File: config.mk
export PLATFORM = sky130hd
export DESIGN_NAME = surf_cout_align_ctrl
export DESIGN_NICKNAME = d
export VERILOG_FILES = /design/src/rtl/surf_cout_align_ctrl.sv
export SDC_FILE = /design/constraint.sdc
export NUM_CORES = 1
export LEC_CHECK = 0
export ABC_AREA = 1
export BUFFER_PORTS_ARGS = -buffer_cell sky130_fd_sc_hd__buf_2
export CORE_ASPECT_RATIO = 0.75
export CORE_MARGIN = 2
export CORE_UTILIZATION = 50
export DETAILED_ROUTE_END_ITERATION = 8
export MAX_ROUTING_LAYER = met4
export PLACE_DENSITY = 0.71
export SETUP_SLACK_MARGIN = 0.1
export SYNTH_ARGS = -nofsm -noshare
export SYNTH_HDL_FRONTEND = slang
export SYNTH_SLANG_ARGS = --single-unit
export TNS_END_PERCENT = 30
File: constraint.sdc
create_clock -name sysclk_i -period 3.6 [get_ports sysclk_i]
set_input_delay 1.08 -clock sysclk_i [delete_from_list [all_inputs] [get_ports sysclk_i]]
set_output_delay 1.08 -clock sysclk_i [all_outputs]
set_load 0.05 [all_outputs]
File: src/rtl/surf_cout_align_ctrl.sv
// Training controller for one SURF COUT lane: IDELAY eye scan, centring and nybble bitslip alignment.
// Optional per-tap pass bitmap on eye_map_o when COUT_ALIGN_EYE_MAP_EN is defined.
module surf_cout_align_ctrl #(
  parameter logic [3:0] TRAIN_PATTERN = 4'hC,
  parameter int         SETTLE_CYCLES = 16,
  parameter int         CHECK_CYCLES  = 64,
  parameter int         MIN_EYE       = 4
) (
  input  logic        sysclk_i,
  input  logic        rst_i,
  input  logic        start_i,
  input  logic        sync_i,
  input  logic [3:0]  cout_i,
  output logic        iserdes_rst_o,
  output logic [4:0]  idelay_value_o,
  output logic        idelay_load_o,
  output logic        bitslip_o,
  output logic        busy_o,
  output logic        locked_o,
  output logic        fail_o,
  output logic [4:0]  eye_start_o,
  output logic [5:0]  eye_len_o,
  output logic [31:0] eye_map_o
);

  typedef enum logic [3:0] {
    IDLE, RST, WAIT_SYNC, LOAD, SETTLE, CHECK, NEXT, CALC,
    CLOAD, CSETTLE, SCHECK, SLIP, SWAIT, LOCKED, FAIL
  } state_t;

  localparam logic [9:0] SET_LAST = 10'(SETTLE_CYCLES - 1);
  localparam logic [9:0] CHK_LAST = 10'(CHECK_CYCLES - 1);
  localparam logic [5:0] MIN_LEN  = 6'(MIN_EYE);

  state_t     state, state_n;
  logic [9:0] cnt, cnt_n;
  logic [4:0] tap, tap_n;
  logic [1:0] slips, slips_n;
  logic [3:0] ref_nyb, ref_nyb_n;
  logic       ok, ok_n;
  logic [5:0] cur_len, cur_len_n, best_len, best_len_n, eye_len_n;
  logic [4:0] cur_start, cur_start_n, best_start, best_start_n, eye_start_n;
  logic       start_ok, chk_ok, exact_ok;
  logic [5:0] new_len;
  logic [4:0] new_start, centre;
`ifdef COUT_ALIGN_EYE_MAP_EN
  logic [31:0] map, map_n;
`endif

  function automatic logic is_rot(input logic [3:0] v);
    return (v == TRAIN_PATTERN) ||
           (v == {TRAIN_PATTERN[2:0], TRAIN_PATTERN[3]}) ||
           (v == {TRAIN_PATTERN[1:0], TRAIN_PATTERN[3:2]}) ||
           (v == {TRAIN_PATTERN[0], TRAIN_PATTERN[3:1]});
  endfunction

  always_comb begin
    state_n      = state;
    cnt_n        = cnt;
    tap_n        = tap;
    slips_n      = slips;
    ref_nyb_n    = ref_nyb;
    ok_n         = ok;
    cur_len_n    = cur_len;
    cur_start_n  = cur_start;
    best_len_n   = best_len;
    best_start_n = best_start;
    eye_len_n    = eye_len_o;
    eye_start_n  = eye_start_o;
`ifdef COUT_ALIGN_EYE_MAP_EN
    map_n        = map;
`endif
    start_ok  = start_i && (state == IDLE || state == LOCKED || state == FAIL);
    // Window verdicts include the sample taken on the current cycle.
    chk_ok    = (cnt == 10'd0) ? is_rot(cout_i) : (ok && (cout_i == ref_nyb));
    exact_ok  = (cout_i == TRAIN_PATTERN) && ((cnt == 10'd0) || ok);
    new_len   = ok ? cur_len + 6'd1 : 6'd0;
    new_start = (ok && cur_len == 6'd0) ? tap : cur_start;
    centre    = best_start + 5'((best_len - 6'd1) >> 1);

    case (state)
      IDLE, LOCKED, FAIL: begin
        if (start_ok) begin
          state_n      = RST;
          cur_len_n    = '0;
          cur_start_n  = '0;
          best_len_n   = '0;
          best_start_n = '0;
          eye_len_n    = '0;
          eye_start_n  = '0;
`ifdef COUT_ALIGN_EYE_MAP_EN
          map_n        = '0;
`endif
        end
      end
      RST: state_n = WAIT_SYNC;
      WAIT_SYNC: begin
        if (sync_i) begin
          tap_n   = '0;
          state_n = LOAD;
        end
      end
      LOAD, CLOAD: begin
        cnt_n   = '0;
        state_n = (state == LOAD) ? SETTLE : CSETTLE;
      end
      SETTLE, CSETTLE: begin
        if (cnt == SET_LAST) begin
          cnt_n   = '0;
          slips_n = '0;
          state_n = (state == SETTLE) ? CHECK : SCHECK;
        end else begin
          cnt_n = cnt + 10'd1;
        end
      end
      CHECK: begin
        ok_n = chk_ok;
        if (cnt == 10'd0) ref_nyb_n = cout_i;
        if (cnt == CHK_LAST) begin
          cnt_n   = '0;
          state_n = NEXT;
        end else begin
          cnt_n = cnt + 10'd1;
        end
      end
      NEXT: begin
        cur_len_n   = new_len;
        cur_start_n = new_start;
        // Strict compare keeps the earliest of equal-length runs.
        if (new_len > best_len) begin
          best_len_n   = new_len;
          best_start_n = new_start;
        end
`ifdef COUT_ALIGN_EYE_MAP_EN
        map_n[tap] = ok;
`endif
        if (tap == 5'd31) begin
          state_n = CALC;
        end else begin
          tap_n   = tap + 5'd1;
          state_n = LOAD;
        end
      end
      CALC: begin
        eye_start_n = best_start;
        eye_len_n   = best_len;
        if (best_len < MIN_LEN) begin
          state_n = FAIL;
        end else begin
          tap_n   = centre;
          state_n = CLOAD;
        end
      end
      SCHECK: begin
        ok_n = exact_ok;
        if (cnt == CHK_LAST) begin
          cnt_n = '0;
          if (exact_ok)            state_n = LOCKED;
          else if (slips == 2'd3)  state_n = FAIL;
          else                     state_n = SLIP;
        end else begin
          cnt_n = cnt + 10'd1;
        end
      end
      SLIP: begin
        slips_n = slips + 2'd1;
        cnt_n   = '0;
        state_n = SWAIT;
      end
      SWAIT: begin
        if (cnt == 10'd3) begin
          cnt_n   = '0;
          state_n = SCHECK;
        end else begin
          cnt_n = cnt + 10'd1;
        end
      end
      default: state_n = IDLE;
    endcase
  end

  // Strobes and status are registered from the next state so they line up with it.
  always_ff @(posedge sysclk_i or posedge rst_i) begin
    if (rst_i) begin
      state         <= IDLE;
      cnt           <= '0;
      tap           <= '0;
      slips         <= '0;
      ref_nyb       <= '0;
      ok            <= 1'b0;
      cur_len       <= '0;
      cur_start     <= '0;
      best_len      <= '0;
      best_start    <= '0;
      eye_len_o     <= '0;
      eye_start_o   <= '0;
      iserdes_rst_o <= 1'b0;
      idelay_load_o <= 1'b0;
      bitslip_o     <= 1'b0;
      busy_o        <= 1'b0;
      locked_o      <= 1'b0;
      fail_o        <= 1'b0;
`ifdef COUT_ALIGN_EYE_MAP_EN
      map           <= '0;
`endif
    end else begin
      state         <= state_n;
      cnt           <= cnt_n;
      tap           <= tap_n;
      slips         <= slips_n;
      ref_nyb       <= ref_nyb_n;
      ok            <= ok_n;
      cur_len       <= cur_len_n;
      cur_start     <= cur_start_n;
      best_len      <= best_len_n;
      best_start    <= best_start_n;
      eye_len_o     <= eye_len_n;
      eye_start_o   <= eye_start_n;
      iserdes_rst_o <= (state_n == RST);
      idelay_load_o <= (state_n == LOAD) || (state_n == CLOAD);
      bitslip_o     <= (state_n == SLIP);
      busy_o        <= !(state_n inside {IDLE, LOCKED, FAIL});
      locked_o      <= (state_n == LOCKED);
      fail_o        <= (state_n == FAIL);
`ifdef COUT_ALIGN_EYE_MAP_EN
      map           <= map_n;
`endif
    end
  end

  assign idelay_value_o = tap;
`ifdef COUT_ALIGN_EYE_MAP_EN
  assign eye_map_o = map;
`else
  assign eye_map_o = 32'h0;
`endif

endmodule

==> flow_metrics.env <==
export IMPL_outcome="completed"
export IMPL_htreeDepth=3
export IMPL_synthXorXnorAreaFrac=0.0189
export IMPL_fin_ws_ns=0.943
export IMPL_hpwlAfterDp_mm=7.01
export IMPL_met1_usage=0.353
export IMPL_seq_area_frac_synth=0.390
export IMPL_end_kind="flip-flop"
export IMPL_crit_fanout=21
export IMPL_synth_compound_area_frac=0.118
export IMPL_yosys_top_cells_area="dfrtp_1 39%, nand2_1 10%, inv_1 6.9%, buf_4 5.9%, o21ai_0 5.6%"
export IMPL_gp_congestion=0.971
export IMPL_die_h_um=83.1
export IMPL_via_per_inst=5.06
export IMPL_busiest_layer="met1"
export IMPL_pin_count=62
export IMPL_cts_made_buffers=9
export IMPL_crit_type="flip-flop to flip-flop"
export IMPL_area_growth_pct=7.70
export IMPL_setup_tns_ns=0
export IMPL_wl_per_cell_um=13.0
export IMPL_dieArea_mm2=0.00911
export IMPL_yosys_warnings=0
export IMPL_synth_distinct_cells=36
export IMPL_cts_tree="built"
export IMPL_crit_path_start_kind="flip-flop"
export IMPL_hold_viol_final=0
export IMPL_rr_endpoint="best_start[4]"
export IMPL_fin_area_mm2=0.00450
export IMPL_max_cap_violations=0
export IMPL_nets=620
export IMPL_vias=3554
export IMPL_crit_arrival_ns=2.86
export IMPL_yosys_register_bits=65
export IMPL_cts_hold_buf=0
export IMPL_hp_class="flip-flop to flip-flop"
export IMPL_drc=0
export IMPL_start_util=0.523
export IMPL_r2r_start="cur_len[2]"
export IMPL_postSynthAreaPerCell_um2=7.42
export IMPL_rr_worst_depth=15
export IMPL_grt_pass1_wl_mm=15.9
export IMPL_routed_wl_mm=9.11
export IMPL_die_w_um=110
export IMPL_placed_area_mm2=0.00428
export IMPL_ff2ff_setup_slack_ns=0.94
export IMPL_yosys_area_share_simple=0.264
export IMPL_synth_adder_area_share=0.0587
export IMPL_finalSetupViolCount=0
export IMPL_grt_usage=0.227
export IMPL_antenna_cells=0
export IMPL_cp_data_required_time_ns=3.80
export IMPL_cp_endpoint="best_start[4]"
export IMPL_finalCritPeriodShare=0.738
export IMPL_slew_violations=0
export IMPL_cts_root_buf="clkbuf_8"
export IMPL_preCtsSetupSlack_ns=0.784
export IMPL_synth_area_mm2=0.00418
export IMPL_ir_drop_mv=0.229
export IMPL_rsz0062_at_grt="false"
export IMPL_use_met2=0.296
export IMPL_met3_usage=0.0510
export IMPL_post_cts_setup_buffers=0
export IMPL_drtIter0Drc=245
export IMPL_grt_pass1_vias=3279
export IMPL_fmax_mhz=376
export IMPL_clk_latency_ns=0.34
export IMPL_synth_top_family_by_area="simple AND/OR/NAND/NOR gates"
export IMPL_std_cell_rows=28
export IMPL_antenna_found_initial=0
export IMPL_tightest_slew_ns=0.624
export IMPL_cts_sinks=65
export IMPL_relSlewSlack=0.582
export IMPL_clk_path_buf_depth=2
export IMPL_synthMuxAreaShare=0
export IMPL_grt_overflow=0
export IMPL_holdWs_ns=0.496
export IMPL_drive_above_1_share=0.134
export IMPL_fin_crit_ns=2.66
export IMPL_cts_resized=0
export IMPL_dr_pass1_iters=5
export IMPL_fin_skew_ns=0.0124
export IMPL_synth_area_leader_cell="dfrtp_1"
export IMPL_synth_top_area_frac=0.390
export IMPL_port_buffers=29
export IMPL_grt_max_degree=43
export IMPL_leakage_nw=2.34
export IMPL_syn_inst=563
export IMPL_core_region_area_mm2=0.00799
export IMPL_antenna_left=0
export IMPL_power_density_mw_per_mm2=345
export IMPL_cp_startpoint="cur_len[2]"
export IMPL_clkTransAtPathRegs_ns=0.08
==> layout make-up <==
cell class,instances,area [um^2]
repair buffers,32,168
well taps,105,131
inverters,83,312
clock buffers,11,141
multi-input cells,402,2040
clock inverters,5,78.8
fillers,747,3490
flip-flops and latches,65,1630
==> placed cells by master (no fill, tap or decap), types with 9 or more instances in the layout <==
master	n
nand2_1	115
dfrtp_1	65
nor2_1	60
nand2_2	11
ha_1	18
nand3_1	40
a21oi_1	17
conb_1	32
o21ai_0	47
clkbuf_8	10
inv_1	76
buf_2	29
o21ai_1	9
==> power breakdown <==
part           internal [W]  leakage, nW  switching (W)
Clock              0.000408        0.113       0.000288
Sequential         0.000733        0.720     0.00000409
Combinational     0.0000111         1.50       0.000109
==> synthesized netlist by cell type (all sizes together) <==
cell type and number:
o31ai 1, o211ai 2, dfrtp 65, a31oi 3, nand3 42, xnor2 3
clkinv 1, nand2 127, ha 18, clkbuf 1, a211oi 7, nand4 4
o21ai 58, nor3b 1, o221ai 1, nor3 7, conb 1, or2 3
fa 1, o22ai 1, a21oi 17, xor2 6, buf 43, inv 82
nor2 68
==> worst min path at each step <==
stage	to	cells after the start	from	slack (ns)
after detailed placement	eye_start_o[0]	2	eye_start_o[0]	0.48
after CTS	slips[0]	1	slips[0]	0.49
final	eye_start_o[0]	2	eye_start_o[0]	0.50
after global routing	slips[0]	1	slips[0]	0.51
after global placement	slips[0]	1	slips[0]	0.47
after floorplan	slips[0]	1	slips[0]	0.45
==> worst max-delay path, stage by stage (launching register included) <==
cell and delay [ns]:
dfrtp_1 0.44, nand3_1 0.13, nor2_1 0.10, inv_1 0.05, nor2_1 0.11, o21ai_0 0.09, a21oi_1 0.21, ha_1 0.29
nand2_1 0.11, nor2_1 0.07, o21ai_0 0.07, o211ai_1 0.12, nand2_1 0.10, nand2_1 0.05, nand2_1 0.43, o21ai_1 0.15
==> routing by layer <==
metal / vias to the layer above / part of all wire
li1: 1784 / -
met1: 1646 / 0.54
met2: 108 / 0.40
met3: 16 / 0.053
met4: 0 / 0.0081
met5: - / 0
==> flip-flops by register name, summed over array words and instances, names as in the netlist, 4 cells and up <==
signal and cells:
best_len 6, best_start 5, cnt 10, cur_len 6
cur_start 5, eye_len_o 6, eye_start_o 5, idelay_value_o 5
ref_nyb 4, state 4
==> kinds of logic after synthesis <==
kind of cell             after synthesis
AND/OR/NAND/NOR                      252
flip-flops                            65
buffers and inverters                127
AO/OA/AOI/OAI                         90
other                                  1
adder cells (fa/ha/maj)               19
XOR/XNOR                               9
==> through the flow <==
stage          power (W)  instances  utilization
6_report         0.00155        703        0.563
5_1_grt          0.00161        703        0.563
4_1_cts          0.00156        703        0.563
3_5_place_dp    0.000871        687        0.535
3_3_place_gp    0.000870        687        0.535
2_1_floorplan   0.000881        594            -
(Power assumes the default switching activity.)
